`src/rtl/riscv_instr_port_arbiter_pkg.sv`:
```
// Shared types and constants for the two-master instruction port arbiter.
//
// Contents:
//   instr_arb_id_e            - master ID stored per outstanding transaction
//   INSTR_ARB_MAX_OUTSTANDING - default depth of the outstanding-ID FIFO
//   instr_arb_other()         - returns the opposite master ID
package riscv_instr_port_arbiter_pkg;

    typedef enum logic {
        INSTR_ARB_M0 = 1'b0,
        INSTR_ARB_M1 = 1'b1
    } instr_arb_id_e;

    localparam int unsigned INSTR_ARB_MAX_OUTSTANDING = 2;

    function automatic instr_arb_id_e instr_arb_other(input instr_arb_id_e id);
        return (id == INSTR_ARB_M0) ? INSTR_ARB_M1 : INSTR_ARB_M0;
    endfunction

endpackage

```
`src/rtl/riscv_instr_arb_id_fifo.sv`:
```
// FIFO of master IDs, one entry per granted transaction awaiting rvalid.
//
// Ports:
//   clk, rst - clock, synchronous active-high reset (clears pointers and count)
//   push     - write push_id at the tail (ignored while full)
//   push_id  - master ID to record
//   pop      - drop the head entry (ignored while empty)
//   full     - DEPTH entries held
//   empty    - no entries held
//   head     - oldest entry (owner of the next response)
module riscv_instr_arb_id_fifo
    import riscv_instr_port_arbiter_pkg::*;
#(
    parameter int unsigned DEPTH = INSTR_ARB_MAX_OUTSTANDING
) (
    input  logic          clk,
    input  logic          rst,
    input  logic          push,
    input  instr_arb_id_e push_id,
    input  logic          pop,
    output logic          full,
    output logic          empty,
    output instr_arb_id_e head
);

    localparam int unsigned PTR_W = (DEPTH > 1) ? $clog2(DEPTH) : 1;
    localparam int unsigned CNT_W = $clog2(DEPTH + 1);
    localparam logic [PTR_W-1:0] PTR_LAST = PTR_W'(DEPTH - 1);
    localparam logic [CNT_W-1:0] CNT_FULL = CNT_W'(DEPTH);

    instr_arb_id_e    mem_q [DEPTH];
    logic [PTR_W-1:0] wr_ptr_q;
    logic [PTR_W-1:0] rd_ptr_q;
    logic [CNT_W-1:0] cnt_q;
    logic             push_en;
    logic             pop_en;

    assign full    = (cnt_q == CNT_FULL);
    assign empty   = (cnt_q == '0);
    assign push_en = push & ~full;
    assign pop_en  = pop & ~empty;
    assign head    = mem_q[rd_ptr_q];

    always_ff @(posedge clk) begin
        if (push_en) begin
            mem_q[wr_ptr_q] <= push_id;
        end
    end

    // Pointers wrap modulo DEPTH so non-power-of-two depths work too.
    always_ff @(posedge clk) begin
        if (rst) begin
            wr_ptr_q <= '0;
            rd_ptr_q <= '0;
            cnt_q    <= '0;
        end else begin
            if (push_en) begin
                wr_ptr_q <= (wr_ptr_q == PTR_LAST) ? '0 : wr_ptr_q + 1'b1;
            end
            if (pop_en) begin
                rd_ptr_q <= (rd_ptr_q == PTR_LAST) ? '0 : rd_ptr_q + 1'b1;
            end
            case ({push_en, pop_en})
                2'b10:   cnt_q <= cnt_q + 1'b1;
                2'b01:   cnt_q <= cnt_q - 1'b1;
                default: cnt_q <= cnt_q;
            endcase
        end
    end

endmodule

```
`src/rtl/riscv_instr_port_arbiter.sv`:
```
// Shares one req/gnt/rvalid instruction memory port between two fetch masters.
// Each granted transaction's owner is queued so in-order responses route back
// to the master that issued them.
//
// Build option: define RISCV_INSTR_ARB_RR_EN for round-robin arbitration;
// otherwise master 0 has fixed priority when both request.
//
// Ports:
//   clk, rst                      - clock, synchronous active-high reset
//   mX_req_i / mX_addr_i          - master X request and address (X = 0, 1)
//   mX_gnt_o                      - master X grant
//   mX_rvalid_o                   - master X response valid
//   mX_rdata_o / mX_err_o         - response data / PMP error (broadcast)
//   instr_req_o / instr_addr_o    - request and address to memory
//   instr_gnt_i                   - grant from memory
//   instr_rvalid_i / instr_rdata_i / instr_err_pmp_i - response from memory
//   busy_o                        - transactions outstanding
module riscv_instr_port_arbiter
    import riscv_instr_port_arbiter_pkg::*;
#(
    parameter int unsigned RDATA_WIDTH     = 32,
    parameter int unsigned MAX_OUTSTANDING = INSTR_ARB_MAX_OUTSTANDING
) (
    input  logic                   clk,
    input  logic                   rst,
    input  logic                   m0_req_i,
    input  logic [31:0]            m0_addr_i,
    output logic                   m0_gnt_o,
    output logic                   m0_rvalid_o,
    output logic [RDATA_WIDTH-1:0] m0_rdata_o,
    output logic                   m0_err_o,
    input  logic                   m1_req_i,
    input  logic [31:0]            m1_addr_i,
    output logic                   m1_gnt_o,
    output logic                   m1_rvalid_o,
    output logic [RDATA_WIDTH-1:0] m1_rdata_o,
    output logic                   m1_err_o,
    output logic                   instr_req_o,
    output logic [31:0]            instr_addr_o,
    input  logic                   instr_gnt_i,
    input  logic                   instr_rvalid_i,
    input  logic [RDATA_WIDTH-1:0] instr_rdata_i,
    input  logic                   instr_err_pmp_i,
    output logic                   busy_o
);

    logic          lock_q;
    instr_arb_id_e sel_q;
`ifdef RISCV_INSTR_ARB_RR_EN
    instr_arb_id_e prio_q;
`endif

    instr_arb_id_e sel;
    logic          sel_valid;
    logic          sel_req;
    logic          grant;
    logic          pop;
    logic          fifo_full;
    logic          fifo_empty;
    instr_arb_id_e fifo_head;

    // A locked master keeps the port until granted; otherwise arbitrate.
    always_comb begin
        sel       = INSTR_ARB_M0;
        sel_valid = 1'b0;
        if (lock_q) begin
            sel       = sel_q;
            sel_valid = 1'b1;
        end else if (m0_req_i && m1_req_i) begin
            sel_valid = 1'b1;
`ifdef RISCV_INSTR_ARB_RR_EN
            sel       = prio_q;
`else
            sel       = INSTR_ARB_M0;
`endif
        end else if (m0_req_i) begin
            sel       = INSTR_ARB_M0;
            sel_valid = 1'b1;
        end else if (m1_req_i) begin
            sel       = INSTR_ARB_M1;
            sel_valid = 1'b1;
        end
    end

    assign sel_req = (sel == INSTR_ARB_M1) ? m1_req_i : m0_req_i;

    // Full uses the registered count only, so rvalid never reaches req.
    assign instr_req_o  = sel_valid & sel_req & ~fifo_full;
    assign instr_addr_o = !sel_valid             ? 32'h0     :
                          (sel == INSTR_ARB_M1)  ? m1_addr_i : m0_addr_i;

    assign grant    = instr_req_o & instr_gnt_i;
    assign m0_gnt_o = grant & (sel == INSTR_ARB_M0);
    assign m1_gnt_o = grant & (sel == INSTR_ARB_M1);

    // Stray rvalid with nothing outstanding is dropped here.
    assign pop         = instr_rvalid_i & ~fifo_empty;
    assign m0_rvalid_o = pop & (fifo_head == INSTR_ARB_M0);
    assign m1_rvalid_o = pop & (fifo_head == INSTR_ARB_M1);

    assign m0_rdata_o = instr_rdata_i;
    assign m1_rdata_o = instr_rdata_i;
    assign m0_err_o   = instr_err_pmp_i;
    assign m1_err_o   = instr_err_pmp_i;

    assign busy_o = ~fifo_empty;

    always_ff @(posedge clk) begin
        if (rst) begin
            lock_q <= 1'b0;
            sel_q  <= INSTR_ARB_M0;
`ifdef RISCV_INSTR_ARB_RR_EN
            prio_q <= INSTR_ARB_M0;
`endif
        end else begin
            if (instr_req_o && !instr_gnt_i) begin
                lock_q <= 1'b1;
                sel_q  <= sel;
            end else if (grant) begin
                lock_q <= 1'b0;
            end
`ifdef RISCV_INSTR_ARB_RR_EN
            if (grant) begin
                prio_q <= instr_arb_other(sel);
            end
`endif
        end
    end

    riscv_instr_arb_id_fifo #(
        .DEPTH (MAX_OUTSTANDING)
    ) u_id_fifo (
        .clk     (clk),
        .rst     (rst),
        .push    (grant),
        .push_id (sel),
        .pop     (pop),
        .full    (fifo_full),
        .empty   (fifo_empty),
        .head    (fifo_head)
    );

endmodule

```
`config.mk`:
```
export PLATFORM = sky130hd
export DESIGN_NAME = riscv_instr_port_arbiter
export DESIGN_NICKNAME = d
export VERILOG_FILES = /design/src/rtl/riscv_instr_port_arbiter_pkg.sv /design/src/rtl/riscv_instr_arb_id_fifo.sv /design/src/rtl/riscv_instr_port_arbiter.sv
export SDC_FILE = /design/constraint.sdc
export NUM_CORES = 1
export LEC_CHECK = 0
export BUFFER_PORTS_ARGS = -buffer_cell sky130_fd_sc_hd__buf_2
export CORE_MARGIN = 10
export CORE_UTILIZATION = 30
export DETAILED_ROUTE_END_ITERATION = 10
export PLACE_DENSITY_LB_ADDON = 0.15
export SLEW_MARGIN = 20
export SYNTH_ARGS = -nofsm -noshare
export SYNTH_HDL_FRONTEND = slang
export SYNTH_SLANG_ARGS = --single-unit
```
`constraint.sdc`:
```
create_clock -name clk -period 2.2 [get_ports clk]
set_input_delay 0.44 -clock clk [delete_from_list [all_inputs] [get_ports clk]]
set_output_delay 0.44 -clock clk [all_outputs]
set_load 0.01 [all_outputs]
```
==> flow_summary.ini <==
[clock_tree]
htreeDepth = 1
clk_latency_ps = 230
postCtsHoldBufs = 0
clk_pin_slew_ps = 50
numClockSinks = 9
post_cts_resized = 0
cts_post_setup_buffers_inserted = 0
cts_buffer_depth = 2
clock-root-buffer = clkbuf_8
cts_made_buffers = 3
cts_tree = yes

[global_routing]
gr-total-overflow = 0
grt_pass1_wl_um = 7250
grt_use_total = 0.114
grt_pass1_vias = 1336
grt_antenna_before_repair = 0
grt_max_degree = 33

[power]
p_leak_nw = 0.774
peakVddDrop_v = 0.000528
power.density_nw_per_um2 = 753
power.total_mw = 1.15

[logic_synthesis]
syn_area_um2 = 1380
synthFlopType = dfxtp_1
yosys_warnings = 0
seq_area_frac_synth = 0.145
synth_fp_nets = 263
synthArstFlopShare = 0
yosys.area_share.simple = 0.0687
synth_compound_area_frac = 0.318
synth_seq_cells = 9
synth_xor_area_frac = 0.0190
synth_top_family_by_area = buffers and inverters
syn_area_per_cell_um2 = 8.70
syn-instance-count = 159
synth.distinct_cells = 29
synth_edf_count = 2
synthAdderAreaFrac = 0.00904
yosys-mux-area-fraction = 0.0253

[die]
start_util = 0.313
coreArea_um2 = 4410
die_w_um = 87.9
dieArea_um2 = 7730
die-height_um = 87.9
rows = 24
io_pins = 207

[cells_and_area]
mostFrequentLayoutCell = buf_2
syn_to_final_growth_pct = 10.5
antenna_cells = 0
stdcell_count = 249
multi_input_area_um2 = 613
n_fill_cell = 479
nNetsFinal = 302
ff_latch_area_um2 = 201
layout_common_cells = 107 x buf_2, 32 x o221a_2, 12 x nor2_1
drive_above_1_share = 0.782

[critical_path]
crit_type = in -> out
crit_start = m0_req_i
reg2reg_depth = 5
worstSetupEndpointType = primary output
crit_fanout = 6
cp.required_ps = 1760
rr_startpoint = lock_q
arrival_ps = 1540
worstSetupStartpointType = primary input

[route]
wl_um = 5100
detail_route.iter0.violations = 40
drt-vias-per-instance = 5.24
detail-route-antenna-nets = 0
drc = 0
drt-wirelength-per-cell_um = 20.5
firstDrtPassIters = 4
vias = 1305

[sta]
finalSetupViolCount = 0
tightest_slew_ps = 437
min_period_over_period = 0.900
timing.setup.tns_ps = 0
drv_slew = 0
hold_violations = 0
slew_headroom = 0.706
fmax_ghz = 0.505
fin_crit_ps = 1980
clock_skew_ps = 0.275
rsz0062_at_grt = false

[min_path]
hold_path.class = in -> reg
hp-start = rst
whs_path_depth = 2

[placed_design]
io_buffers = 107
hpwl_um = 4360
dpl.cell_count = 245
gp_congestion = 0.742

[status]
status = completed

[flow_run]
max_cap_violations = 0
## where the power goes
part	leakage [nW]	internal [mW]	switching, mW
combinational	0.674	0.357	0.346
sequential	0.0768	0.215	0.0387
clock	0.0228	0.127	0.0687
total	0.774	0.698	0.453
## cells in the mapped netlist (all sizes together) (2+ instances only)
library cell	number	area, um^2
or3	2	12.5
edfxtp	2	60.1
o221a	32	360
dfxtp	7	140
xor2	2	17.5
inv	4	15.0
mux2i	2	20.0
o21ai	3	15.0
buf	77	556
nor2	12	45.0
## cell families after synthesis
group,Yosys count
compound gates,42
xor+xnor,3
fa+ha+maj,1
buf+inv,82
flops,9
mux,3
simple gates,19
## final cells by class
cell class,instances,share of cell area
sequential,9,0.132
clock buffer,4,0.0295
timing repair buffer,112,0.385
multi-input combinational,68,0.401
inverter,4,0.00982
tap,52,0.0426
## path summary, 6_finish.rpt
kind / end / slack [ps]
worst min-delay path: u_id_fifo.cnt_q[1] / 490
worst max register to register: u_id_fifo.cnt_q[1] / 400
worst min register to register: register / 510
worst max-delay path: m0_gnt_o / 220
## stage by stage
stage                     utilization  instance area [um^2]  setup slack [ps]  hold slack, ps
after floorplan                     -                  1380               396             472
after global placement          0.335                  1480               291             497
after detailed placement        0.335                  1480               161             494
after CTS                       0.345                  1520              78.3             484
after global routing            0.346                  1530               123             497
final                           0.346                  1530               220             486
## metal layers
layer  part of all wire  GRT usage  vias up
met5                  0          0        -
met4              0.033     0.0638        0
met3               0.21     0.0687       25
met2               0.41      0.177      124
met1               0.35      0.118      560
li1                   -          -      596
## critical path: stages
cell and delay [ps]:
buf_2 140, a21boi_0 360, o2111ai_2 180, buf_4 190, nor2_1 90, buf_2 140
Power figures use the tool's default switching activity.
